$ cat src/rtl/fft_pkg.sv
// -----------------------------------------------------------------------------
// fft_pkg
// Shared definitions for the in-place radix-2 DIF FFT controller slice.
//   N_LOG2_DEF : default log2 of the FFT size
//   N, HALF_N  : FFT size and butterflies per stage for the default size
//   ADDR_W     : sample-RAM address width
//   TW_W       : twiddle-ROM address width (ROM holds N/2 entries)
//   fft_ctrl_state_t : controller state encoding
//   stage_width()    : width of a stage index (at least one bit)
// -----------------------------------------------------------------------------
package fft_pkg;

  localparam int N_LOG2_DEF = 3;
  localparam int N          = 1 << N_LOG2_DEF;
  localparam int HALF_N     = N / 2;
  localparam int ADDR_W     = N_LOG2_DEF;
  localparam int TW_W       = N_LOG2_DEF - 1;

  typedef enum logic [1:0] {
    IDLE,
    RUN,
    DRAIN,
    DONE
  } fft_ctrl_state_t;

  // Stage counter width: enough bits to hold 0..nLog2-1, never zero.
  function automatic int stage_width(input int nLog2);
    return (nLog2 < 2) ? 1 : $clog2(nLog2);
  endfunction

endpackage

$ cat src/rtl/fft_addr_gen.sv
// -----------------------------------------------------------------------------
// fft_addr_gen
// Purely combinational address decode for one DIF butterfly.
// For butterfly b in stage s, with span = N >> (s+1):
//   rd_addr_a = (b div span) * 2*span + (b mod span)
//   rd_addr_b = rd_addr_a + span
//   tw_addr   = (b mod span) << s, truncated
// Ports:
//   stage_i     : stage index s
//   bfly_i      : butterfly index b within the stage (0..N/2-1)
//   rd_addr_a_o : upper-leg sample address
//   rd_addr_b_o : lower-leg sample address
//   tw_addr_o   : twiddle-ROM address
// -----------------------------------------------------------------------------
module fft_addr_gen
  import fft_pkg::*;
#(
  parameter int N_LOG2 = N_LOG2_DEF
) (
  input  logic [stage_width(N_LOG2)-1:0] stage_i,
  input  logic [N_LOG2-2:0]              bfly_i,
  output logic [N_LOG2-1:0]              rd_addr_a_o,
  output logic [N_LOG2-1:0]              rd_addr_b_o,
  output logic [N_LOG2-2:0]              tw_addr_o
);

  localparam int AW  = N_LOG2;
  localparam int TWW = N_LOG2 - 1;
  localparam int SW  = stage_width(N_LOG2);
  localparam logic [AW-1:0] ONE = AW'(1);

  logic [SW-1:0] shAmt;
  logic [AW-1:0] spanV;
  logic [AW-1:0] maskV;
  logic [AW-1:0] bflyExt;
  logic [AW-1:0] lowV;
  logic [AW-1:0] baseA;

  // span is a power of two, so div/mod reduce to a mask split of b. The upper
  // leg address is b with a zero bit inserted at the span position, i.e. the
  // high part of b shifted up one place and the low part left in place.
  always_comb begin
    shAmt       = SW'(N_LOG2 - 1) - stage_i;
    spanV       = ONE << shAmt;
    maskV       = spanV - ONE;
    bflyExt     = {1'b0, bfly_i};
    lowV        = bflyExt & maskV;
    baseA       = ((bflyExt & ~maskV) << 1) | lowV;
    rd_addr_a_o = baseA;
    rd_addr_b_o = baseA | spanV;
    tw_addr_o   = TWW'(lowV << stage_i);
  end

endmodule

$ cat src/rtl/fft_controller.sv
// -----------------------------------------------------------------------------
// fft_controller
// Sequences one shared combinational radix-2 butterfly through every stage of
// an in-place decimation-in-frequency FFT of 2^N_LOG2 points. Output order is
// bit-reversed; reordering happens elsewhere.
// Ports:
//   clk, rst   : clock (rising edge), asynchronous active-high reset
//   start      : request a full FFT, sampled only in IDLE
//   stall      : memory-arbitration hold, freezes issue of new reads
//   busy       : high while running stages (RUN and DRAIN)
//   done       : one-cycle pulse after the final write has retired
//   stage      : current stage index
//   rd_en      : read request to both RAM read ports
//   rd_addr_a/b: upper/lower-leg read addresses
//   tw_addr    : twiddle-ROM address, presented with the read
//   wr_en      : write-back strobe for both write ports
//   wr_addr_a/b: write addresses for butterfly outputs 1 and 2
// -----------------------------------------------------------------------------
module fft_controller
  import fft_pkg::*;
#(
  parameter int N_LOG2 = N_LOG2_DEF
) (
  input  logic                           clk,
  input  logic                           rst,
  input  logic                           start,
  input  logic                           stall,
  output logic                           busy,
  output logic                           done,
  output logic [stage_width(N_LOG2)-1:0] stage,
  output logic                           rd_en,
  output logic [N_LOG2-1:0]              rd_addr_a,
  output logic [N_LOG2-1:0]              rd_addr_b,
  output logic [N_LOG2-2:0]              tw_addr,
  output logic                           wr_en,
  output logic [N_LOG2-1:0]              wr_addr_a,
  output logic [N_LOG2-1:0]              wr_addr_b
);

  localparam int AW = N_LOG2;
  localparam int BW = N_LOG2 - 1;
  localparam int SW = stage_width(N_LOG2);
  localparam logic [BW-1:0] LAST_BFLY  = {BW{1'b1}};
  localparam logic [SW-1:0] LAST_STAGE = SW'(N_LOG2 - 1);

  fft_ctrl_state_t state_q;
  logic [SW-1:0]   stage_q;
  logic [BW-1:0]   bfly_q;
  logic            busy_q;
  logic            done_q;
  logic            wr_en_q;
  logic [AW-1:0]   wr_addr_a_q;
  logic [AW-1:0]   wr_addr_b_q;

  logic            runActive;
  logic [AW-1:0]   genAddrA;
  logic [AW-1:0]   genAddrB;
  logic [BW-1:0]   genTw;

  fft_addr_gen #(
    .N_LOG2(N_LOG2)
  ) u_addr_gen (
    .stage_i    (stage_q),
    .bfly_i     (bfly_q),
    .rd_addr_a_o(genAddrA),
    .rd_addr_b_o(genAddrB),
    .tw_addr_o  (genTw)
  );

  // Addresses are only driven in RUN so every output reads zero in reset and
  // while idle. They stay valid through a stall so the held pair is visible.
  // rd_en must drop in the same cycle stall rises, so it is a direct decode of
  // the state register and the stall input.
  always_comb begin
    runActive = (state_q == RUN);
    rd_en     = runActive && !stall;
    rd_addr_a = runActive ? genAddrA : '0;
    rd_addr_b = runActive ? genAddrB : '0;
    tw_addr   = runActive ? genTw    : '0;
  end

  // Control FSM. bfly wraps to zero naturally after the last issue of a stage;
  // DRAIN adds one idle read slot so the last write of a stage lands before
  // the first read of the next one.
  always_ff @(posedge clk or posedge rst) begin
    if (rst) begin
      state_q <= IDLE;
      stage_q <= '0;
      bfly_q  <= '0;
      busy_q  <= 1'b0;
      done_q  <= 1'b0;
    end else begin
      done_q <= 1'b0;
      case (state_q)
        IDLE: begin
          if (start) begin
            state_q <= RUN;
            stage_q <= '0;
            bfly_q  <= '0;
            busy_q  <= 1'b1;
          end
        end
        RUN: begin
          if (!stall) begin
            bfly_q <= bfly_q + 1'b1;
            if (bfly_q == LAST_BFLY) begin
              state_q <= DRAIN;
            end
          end
        end
        DRAIN: begin
          bfly_q <= '0;
          if (stage_q != LAST_STAGE) begin
            stage_q <= stage_q + 1'b1;
            state_q <= RUN;
          end else begin
            state_q <= DONE;
            busy_q  <= 1'b0;
            done_q  <= 1'b1;
          end
        end
        DONE: begin
          state_q <= IDLE;
          stage_q <= '0;
        end
        default: begin
          state_q <= IDLE;
          busy_q  <= 1'b0;
        end
      endcase
    end
  end

  // Write-back trails the read by one cycle, matching the RAM read latency
  // plus the combinational butterfly. It ignores stall so an in-flight read
  // always retires.
  always_ff @(posedge clk or posedge rst) begin
    if (rst) begin
      wr_en_q     <= 1'b0;
      wr_addr_a_q <= '0;
      wr_addr_b_q <= '0;
    end else begin
      wr_en_q     <= rd_en;
      wr_addr_a_q <= rd_addr_a;
      wr_addr_b_q <= rd_addr_b;
    end
  end

  assign busy      = busy_q;
  assign done      = done_q;
  assign stage     = stage_q;
  assign wr_en     = wr_en_q;
  assign wr_addr_a = wr_addr_a_q;
  assign wr_addr_b = wr_addr_b_q;

endmodule

$ cat config.mk
export PLATFORM = sky130hd
export DESIGN_NAME = fft_controller
export DESIGN_NICKNAME = d
export VERILOG_FILES = /design/src/rtl/fft_pkg.sv /design/src/rtl/fft_addr_gen.sv /design/src/rtl/fft_controller.sv
export SDC_FILE = /design/constraint.sdc
export NUM_CORES = 1
export LEC_CHECK = 0
export ABC_AREA = 1
export CORE_MARGIN = 8
export CORE_UTILIZATION = 40
export CTS_CLUSTER_SIZE = 8
export DETAILED_ROUTE_END_ITERATION = 12
export HOLD_SLACK_MARGIN = 0.02
export PLACE_DENSITY = 0.73
export SLEW_MARGIN = 15
export SYNTH_ARGS = -nofsm -noshare
export SYNTH_HDL_FRONTEND = slang
export SYNTH_HIERARCHICAL = 1
export SYNTH_SLANG_ARGS = --single-unit
export TNS_END_PERCENT = 10
$ cat constraint.sdc
create_clock -name clk -period 1.51 [get_ports clk]
set_clock_uncertainty 0.15 [all_clocks]
set_input_delay 0.302 -clock clk [delete_from_list [all_inputs] [get_ports clk]]
set_output_delay 0.302 -clock clk [all_outputs]
set_load 0.02 [all_outputs]
==> flow_summary.json, run 1 <==
{
  "timing.final.max_slew_violations": 0,
  "reg2reg_slack_ns": 0.11,
  "nets": 146,
  "cts_htree_levels": 1,
  "drcViolationCount": 0,
  "crit_path_max_fanout": 3,
  "max_clock_freq_mhz": 509.2,
  "timing.critical_path.required_ns": 1.06,
  "crit_path_depth": 8,
  "path_buf_inv": 4,
  "clock-root-buffer": "clkbuf_4",
  "worst_ir_drop_vdd_v": 0.001260,
  "post_synth_instance_area_um2": 770.7,
  "dpl_worst_slack_ns": -0.6230,
  "finish.cell_count_without_fillers": 163,
  "critPathSlowestCell": "dfrtp_2",
  "finalCoreUtilization_pct": 63.90,
  "grt_pass1_wl_um": 2815,
  "dpl.hpwl_um": 1401,
  "total_power_mw": 2.157,
  "globalRouteOverflowTotal": 0,
  "leakage_nw": 0.6573,
  "netlist-cell-type-count": 16,
  "worst_slew_pin_slew_ns": 0.2429,
  "crit_type": "flop to primary output",
  "power.density_nw_per_um2": 1794,
  "most-common-layout-cells": "nand2_1 (22), inv_1 (17), buf_4 (14), dfrtp_1 (13), dlygate4sd2_1 (9)",
  "timing_hold_violations_final": 0,
  "global_route.usage.total_pct": 10.35,
  "path_cells": "inv_2 > ha_4 > nand2_2 > inv_2 > or2_1 > inv_2 > nor2_4 > buf_6",
  "ios": 24,
  "max-slew-margin-rel_pct": 83.63,
  "synth-warning-count": 6,
  "postSynthAreaPerCell_um2": 7.865,
  "period_share_pct": 130.1,
  "worstPathArrival_ns": 1.51,
  "run_status": "complete, but fails checks",
  "drive_above_1_share_pct": 36.76,
  "critical_path.most_common_cell": "inv_2",
  "layout.cells.most_common": "nand2_1",
  "worstSetupStartpoint": "stage[1]",
  "dp.cells": 159,
  "r2r_end": "state_q[1]",
  "violations": "setup timing",
  "period_minus_slack_ns": 1.964,
  "drt.antenna.violating_nets": 0,
  "synth_sequential_area_ratio_pct": 48.70,
  "fp-row-count": 16,
  "ys_ff_latch": 15,
  "critPathCapture": "rd_addr_b[2]",
  "globalplace.congestion": 0.6976,
  "rsz_0062_raised_after_global_routing": "true",
  "dr.pass1.iters": 4,
  "worst_setup_path_start_kind": "flop",
  "grt_antenna_before_repair": 0,
  "cts-buffers-inserted": 3,
  "grt_start_max_net_pins": 16,
  "io_buffer_count": 23,
  "drt-wirelength-per-cell_um": 10.52,
  "critical_path.endpoint_type": "primary output",
  "max_cap_viol_count": 0,
  "cts.repair_timing.setup_buffer_count": 0,
  "route.final.wire_length_um": 1714,
  "place_area_um2": 1182,
  "setup_tns_ns": -3.154,
  "r2r_start": "stage[0]",
  "syn-num-nets": 107,
  "antennaDiodeCount": 0,
  "design.die.area_um2": 3587,
  "die_x_um": 59.90,
  "critical_path.top_delay_family": "flip-flops",
  "crit_path_max_cell_delay_ns": 0.43,
  "reg2regPathDepth": 7,
  "vias_per_cell": 4.405,
  "floorplan.core_area_um2": 1882,
  "cts_tree": "yes",
  "die-height_um": 59.90,
  "timing.final.ws_setup_ns": -0.4538,
  "areaGrowthSynthToFinish_pct": 56.01,
  "clock_sinks": 15,
  "holdBufCountCts": 0,
  "synth_cells": 98,
  "cts.clk_slew.worst_paths_ns": 0.08,
  "fin_worst_hold_slack_ns": 0.1898,
  "cts_buffer_depth": 2,
  "final_design_area_no_fill_um2": 1202,
  "detailroute.via_count": 718,
  "drt_first_iter_violations": 5,
  "first_global_vias": 700,
  "initial_core_util_pct": 40.96,
  "total_setup_violations_reported_at_the_end_of_the_flow": 9,
  "timing.hold.worst.class": "input pin to asynchronous set/reset pin",
  "clk_latency_ns": 0.27
}
report_power, final:
group	total, mW	switching, mW	internal (mW)
clock	0.220	0.118	0.102
combinational	1.36	0.810	0.551
sequential	0.577	0.0551	0.522
cell usage after synthesis:
master,count,area [µm²]
and2_1,1,6.260
nand3b_1,1,7.510
nor2_2,2,12.51
nor2_1,14,52.55
or2_1,2,12.51
inv_1,22,82.58
a21oi_1,1,5.000
o31ai_1,1,7.510
ha_1,5,62.56
inv_2,3,11.26
nor2_4,1,11.26
dfrtp_1,15,375.4
o21ai_0,2,10.01
nand3_1,4,20.02
nand2_1,23,86.33
o21bai_1,1,7.510
worst min-delay path by stage:
stage	from	end	depth (start not counted)
5_1_grt	rst	wr_addr_a[2]	3
6_report	rst	wr_addr_b[0]	3
3_5_place_dp	busy	busy	2
4_1_cts	rst	wr_addr_b[1]	3
3_3_place_gp	busy	busy	2
2_1_floorplan	rst	bfly_q[0]	1
tightest hold or removal path, cell delays in order:
cell	delay, ns
clkdlybuf4s50_1	0.40
inv_1	0.06
buf_4	0.22
cell families after synthesis:
logic type,Yosys count,synth area share [%]
DFF,15,48.70
AOI/OAI and AO/OA,5,3.896
adders and majority gates,5,8.117
buffers and inverters,25,12.18
and+or+nand+nor,48,27.11
metal layers:
layer	track usage, %	wire length, µm	vias to the layer above	share of wire [%]
met1	10.82	695	333	41
met4	3.061	4	0	0.23
met5	0	0	-	0
met3	2.581	112	2	6.5
met2	19.54	901	18	53
li1	-	-	365	-
layout make-up:
class | instances | area (µm²)
inverters | 25 | 98.84
clock buffers | 4 | 26.28
multi-input cells | 58 | 374.1
repair buffers | 34 | 291.5
well taps | 27 | 33.78
fillers | 172 | 679.4
flip-flops and latches | 15 | 377.9
repair_timing:
action                                  4_1_cts  5_1_grt
gates resized for setup                      69        2
pin swaps                                     5        1
endpoints found under the setup margin       20       12
registers in the layout (all words and copies together) (netlist names):
name       count
state_q        2
wr_addr_b      3
bfly_q         2
busy           1
done           1
stage          2
wr_addr_a      3
wr_en          1
(Power assumes the default switching activity.)
==> run 2, diff against run 1 <==
ABC_AREA = not set   (was 1)
PLACE_DENSITY = 0.72   (was 0.73)
SKIP_LAST_GASP = 1   (was not set)
==> flow_summary.json, run 2 <==
{
  "initial_core_util_pct": 41.54,
  "max_cap_viol_count": 0,
  "synth_top_area_share_pct": 47.02,
  "clock_sinks": 15,
  "worstPathArrival_ns": 1.59,
  "synth_cells": 76,
  "drcViolationCount": 0,
  "postSynthAreaPerCell_um2": 10.50,
  "globalplace.congestion": 0.7664,
  "timing.critical_path.required_ns": 1.06,
  "drive_above_1_share_pct": 33.63,
  "route.final.wire_length_um": 1753,
  "netlist-cell-type-count": 29,
  "finish.cell_count_without_fillers": 140,
  "final_design_area_no_fill_um2": 1164,
  "syn-num-nets": 85,
  "clk_latency_ns": 0.27,
  "ys_ff_latch": 15,
  "num-fill-cells": 188,
  "io_buffer_count": 23,
  "vias_per_cell": 4.736,
  "max-slew-margin-rel_pct": 85.03,
  "synth_sequential_area_ratio_pct": 47.02,
  "drt-wirelength-per-cell_um": 12.52,
  "drt.antenna.violating_nets": 0,
  "period_share_pct": 135.1,
  "clock-root-buffer": "clkbuf_4",
  "max_clock_freq_mhz": 490.2,
  "dp.cells": 136,
  "nets": 123,
  "synth_area_leader_cell": "dfrtp_1",
  "global_route.usage.total_pct": 10.35,
  "synth-edff-count": 0,
  "cts-buffers-inserted": 3,
  "layout.cells.most_common": "clkdlybuf4s50_1",
  "synth_flop_cell": "dfrtp_1",
  "antennaDiodeCount": 0,
  "timing_hold_violations_final": 0,
  "violations": "setup timing",
  "rsz_0062_raised_after_global_routing": "true",
  "register_area_um2": 377.9,
  "synth_commonest_cells": "dfrtp_1 (15), and2_1 (9), inv_1 (9)",
  "die-height_um": 60.67,
  "die_x_um": 60.67,
  "drt_first_iter_violations": 5,
  "grt_antenna_before_repair": 0,
  "power.density_nw_per_um2": 1913,
  "detailroute.via_count": 663,
  "ios": 24,
  "worst_slew_pin_slew_ns": 0.2239,
  "cts_buffer_depth": 2,
  "post_synth_instance_area_um2": 798.3,
  "areaGrowthSynthToFinish_pct": 45.77,
  "dpl_worst_slack_ns": -0.6992,
  "crit_type": "flop to primary output",
  "holdBufCountCts": 0,
  "synth-warning-count": 6,
  "cts.clk_slew.worst_paths_ns": 0.09,
  "crit_path_max_fanout": 4,
  "floorplan.core_area_um2": 1922,
  "grt_pass1_wl_um": 2939,
  "cts_htree_levels": 1,
  "leakage_nw": 0.5546,
  "timing.final.ws_setup_ns": -0.5300,
  "worst_ir_drop_vdd_v": 0.0008738,
  "fp-row-count": 16,
  "synth.area.top_cells": "dfrtp_1 (47%), ha_1 (7.8%), and2_1 (7.1%), inv_1 (4.2%), buf_6 (2.8%)",
  "synth_async_sr_flop_share_pct": 100.0,
  "total_setup_violations_reported_at_the_end_of_the_flow": 20,
  "first_global_vias": 648,
  "worst_setup_path_start_kind": "flop",
  "synthMostInstantiatedCell": "dfrtp_1",
  "dr.pass1.iters": 4,
  "run_status": "complete, but fails checks",
  "critical_path.endpoint_type": "primary output",
  "design.die.area_um2": 3681,
  "timing.final.max_slew_violations": 0,
  "period_minus_slack_ns": 2.040,
  "multiInputGateArea_um2": 395.4,
  "place_area_um2": 1152,
  "most-common-layout-cells": "clkdlybuf4s50_1 (14), dfrtp_1 (13), buf_4 (12), inv_1 (7), and2_1 (6)",
  "timing.hold.worst.class": "input pin to asynchronous set/reset pin",
  "dpl.hpwl_um": 1415,
  "cts_tree": "yes",
  "globalRouteOverflowTotal": 0,
  "grt_start_max_net_pins": 16
}
run 2: cell count changes after synthesis, moves of 2 or more:
cell     delta
and2_1      +8
buf_6       +2
inv_1      -13
inv_2       -3
nand2_1    -20
nand3_1     -4
nor2_1      -9
nor2b_2     +2
o21ai_1     +3
o32ai_1     +2
run 2: layout make-up:
cell class | instances | area share [%]
clock buffer | 4 | 2.258
inverter | 9 | 2.903
multi-input combinational | 50 | 33.98
sequential | 15 | 32.47
tap | 27 | 2.903
timing repair buffer | 35 | 25.48
run 2: final timing paths:
| check | from | depth (start not counted) | end | slack [ns] |
|---|---|---|---|---|
| worst min-delay path | rst | 3 | wr_addr_b[0] | 0.16 |
| max in group asynchronous | rst | 3 | stage[1] | 0.85 |
| worst min register to register | busy | 2 | busy | 0.42 |
| min in group clk | busy | 2 | busy | 0.42 |
| worst max register to register | stage[1] | 5 | wr_addr_b[2] | 0.06 |
| worst max-delay path | stage[1] | 6 | rd_addr_b[2] | -0.53 |
run 2: metrics by stage:
stage          setup TNS [ns]  utilization (%)  hold slack, ns  power [mW]
3_5_place_dp           -5.262            59.96          0.3983       2.067
5_1_grt                -7.391            60.55          0.1803       2.385
6_report               -5.992            60.55          0.1599       2.226
4_1_cts                -6.441            60.42          0.1698       2.222
2_1_floorplan          -1.356                -         0.05334       1.427
3_3_place_gp           -5.127            59.96          0.3748       2.026
run 2: cell families after synthesis:
kind of cell / share of synthesized area (%)
XOR/XNOR: 1.097
adder cells (fa/ha/maj): 7.837
AO/OA/AOI/OAI: 12.38
AND/OR/NAND/NOR: 24.61
flip-flops: 47.02
buffers and inverters: 7.053
run 2: repair_timing:
| action | in CTS | in global routing |
|---|---|---|
| buffers inserted | 0 | 0 |
| pin swaps | 1 | 0 |
| gates resized for setup | 30 | 5 |
| setup endpoints to repair | 20 | 22 |
run 2: power breakdown:
group	total (mW)	leakage (nW)	internal, mW	switching, mW
combinational	1.42	0.353	0.706	0.717
clock	0.224	0.0150	0.102	0.122
sequential	0.579	0.187	0.522	0.0571
total	2.23	0.555	1.33	0.896
run 2: per-layer routing:
metal / wire length, µm / GRT usage (%)
met5: 0 / 0
met4: 25 / 2.990
met3: 138 / 3.814
met2: 866 / 18.10
met1: 722 / 11.36
run 2: worst max-delay path: stages, from the launching register on:
cell and delay, ns:
dfrtp_2 0.44, inv_2 0.08, ha_4 0.21, and2_4 0.13, or2_1 0.20, and2_4 0.14, buf_6 0.12
==> run 3, diff against run 2 <==
ABC_AREA = 0   (was not set)
CORE_MARGIN = not set   (was 8)
CORE_UTILIZATION = 45   (was 40)
PLACE_DENSITY = 0.77   (was 0.72)
clock period = 2.1 ns   (was 1.51 ns; I/O delays follow)
==> flow_summary.json, run 3 (synthesis results as in run 2) <==
{
  "run_status": "complete, but fails checks",
  "violations": "DRC, setup timing",
  "detailroute.via_count": 639,
  "fin_worst_hold_slack_ns": 0.3334,
  "setup_tns_ns": -0.1906,
  "route.final.wire_length_um": 1498,
  "vias_per_cell": 5.031,
  "timing.critical_path.required_ns": 1.53,
  "drt_first_iter_violations": 11,
  "rsz_0062_raised_after_global_routing": "true",
  "num-fill-cells": 112,
  "critPathCapture": "tw_addr[1]",
  "power.density_nw_per_um2": 1363,
  "floorplan.core_area_um2": 1577,
  "design.die.area_um2": 1946,
  "met2RoutedLength_um": 760,
  "grt_start_max_net_pins": 16,
  "worstPathArrival_ns": 1.61,
  "areaGrowthSynthToFinish_pct": 43.10,
  "total_setup_violations_reported_at_the_end_of_the_flow": 5,
  "max-slew-margin-rel_pct": 62.58,
  "globalRouteOverflowTotal": 0,
  "global_route.usage.total_pct": 17.92,
  "io_buffer_count": 23,
  "ios": 24,
  "grt_antenna_before_repair": 0,
  "drt-met1-wl_um": 656,
  "met3_wirelength_um": 81,
  "multiInputGateArea_um2": 401.6,
  "die-height_um": 44.12,
  "antennaDiodeCount": 0,
  "max_cap_viol_count": 0,
  "r2r_end": "wr_addr_b[2]",
  "holdBufCountCts": 0,
  "timing_hold_violations_final": 0,
  "register_area_um2": 375.4,
  "critical_path.endpoint_type": "primary output",
  "layout.cells.most_common": "dfrtp_1",
  "initial_core_util_pct": 50.63,
  "max_clock_freq_mhz": 459.1,
  "first_global_vias": 617,
  "leakage_nw": 0.5468,
  "cts_htree_levels": 1,
  "highest_routed_layer": "met3",
  "crit_path_max_fanout": 3,
  "cts-buffers-inserted": 3,
  "dpl.hpwl_um": 1145,
  "cts.repair_timing.setup_buffer_count": 0,
  "drt-wirelength-per-cell_um": 11.80,
  "drcViolationCount": 2,
  "die_x_um": 44.12,
  "timing.hold.worst.class": "input pin to asynchronous set/reset pin",
  "cts.clk_slew.worst_paths_ns": 0.09,
  "worst_slew_pin_slew_ns": 0.5607,
  "drt.antenna.violating_nets": 0,
  "timing.final.ws_setup_ns": -0.07839,
  "clock_sinks": 15,
  "grt_pass1_wl_um": 2573,
  "clock-root-buffer": "clkbuf_4",
  "most-common-layout-cells": "dfrtp_1 (15), clkdlybuf4s50_1 (14), buf_4 (11), inv_1 (7), and2_1 (7)",
  "fp-row-count": 14,
  "reg2reg_slack_ns": 0.67,
  "cts_buffer_depth": 2,
  "timing.final.max_slew_violations": 0,
  "worst_ir_drop_vdd_v": 0.0007615,
  "worstSetupStartpoint": "stage[1]",
  "dr.pass1.iters": 10,
  "globalplace.congestion": 0.8366,
  "period_minus_slack_ns": 2.178,
  "crit_type": "flop to primary output",
  "worst_setup_path_start_kind": "flop",
  "r2r_start": "stage[1]",
  "clk_latency_ns": 0.28,
  "reg2regPathDepth": 5,
  "period_share_pct": 103.7,
  "drive_above_1_share_pct": 31.53,
  "cts_tree": "yes",
  "nets": 121
}
-- run 3: cell types whose count changed in the layout (fill, tap and decap cells not counted), sizes merged --
cell	delta
buf	-2
-- run 3: how the worst min path moves through the flow --
stage / to / cells after the start / slack, ns
floorplan: bfly_q[0] / 1 / 0.17
global placement: busy / 2 / 0.37
detailed placement: busy / 2 / 0.39
CTS: wr_addr_b[1] / 2 / 0.35
global route: wr_addr_b[0] / 2 / 0.39
finish: wr_en / 2 / 0.33
-- run 3: area by class of cell --
type / count / area share, %
flip-flops and latches: 15 / 32.86
inverters: 9 / 2.957
clock buffers: 4 / 2.300
repair buffers: 33 / 24.97
multi-input cells: 50 / 35.16
well taps: 16 / 1.752
-- run 3: worst max-delay path, stage by stage (launching register included) --
cell and delay [ns]:
dfrtp_1 0.42, buf_4 0.16, buf_4 0.13, nor4b_2 0.26
a31o_1 0.13, and2_1 0.13, buf_6 0.11
-- run 3: routing by layer --
| layer | vias to the layer above | global-route usage (%) |
|---|---|---|
| li1 | 322 | - |
| met1 | 298 | 19.95 |
| met2 | 19 | 33.53 |
| met3 | 0 | 4.082 |
| met4 | 0 | 5.455 |
| met5 | - | 0 |
-- run 3: repair_timing --
action	4_1_cts	5_1_grt
resized for setup	34	10
hold endpoints to repair	0	0
setup endpoints to repair	9	8
-- run 3: report_power, final --
part / switching (mW) / internal, mW
Sequential: 0.0437 / 0.374
Combinational: 0.491 / 0.484
Clock: 0.0911 / 0.0736
Total: 0.626 / 0.931
-- run 3: per-stage QoR --
step | util [%] | worst slack, ns | cell area (µm²) | cells | power [mW]
floorplan | - | 0.001426 | 798.3 | 76 | 0.9812
global placement | 69.84 | -0.2115 | 1101 | 123 | 1.365
CTS | 70.56 | -0.08870 | 1112 | 127 | 1.489
finish | 72.46 | -0.07839 | 1142 | 127 | 1.557
detailed placement | 69.84 | -0.2773 | 1101 | 123 | 1.388
global route | 72.46 | -0.1471 | 1142 | 127 | 1.670
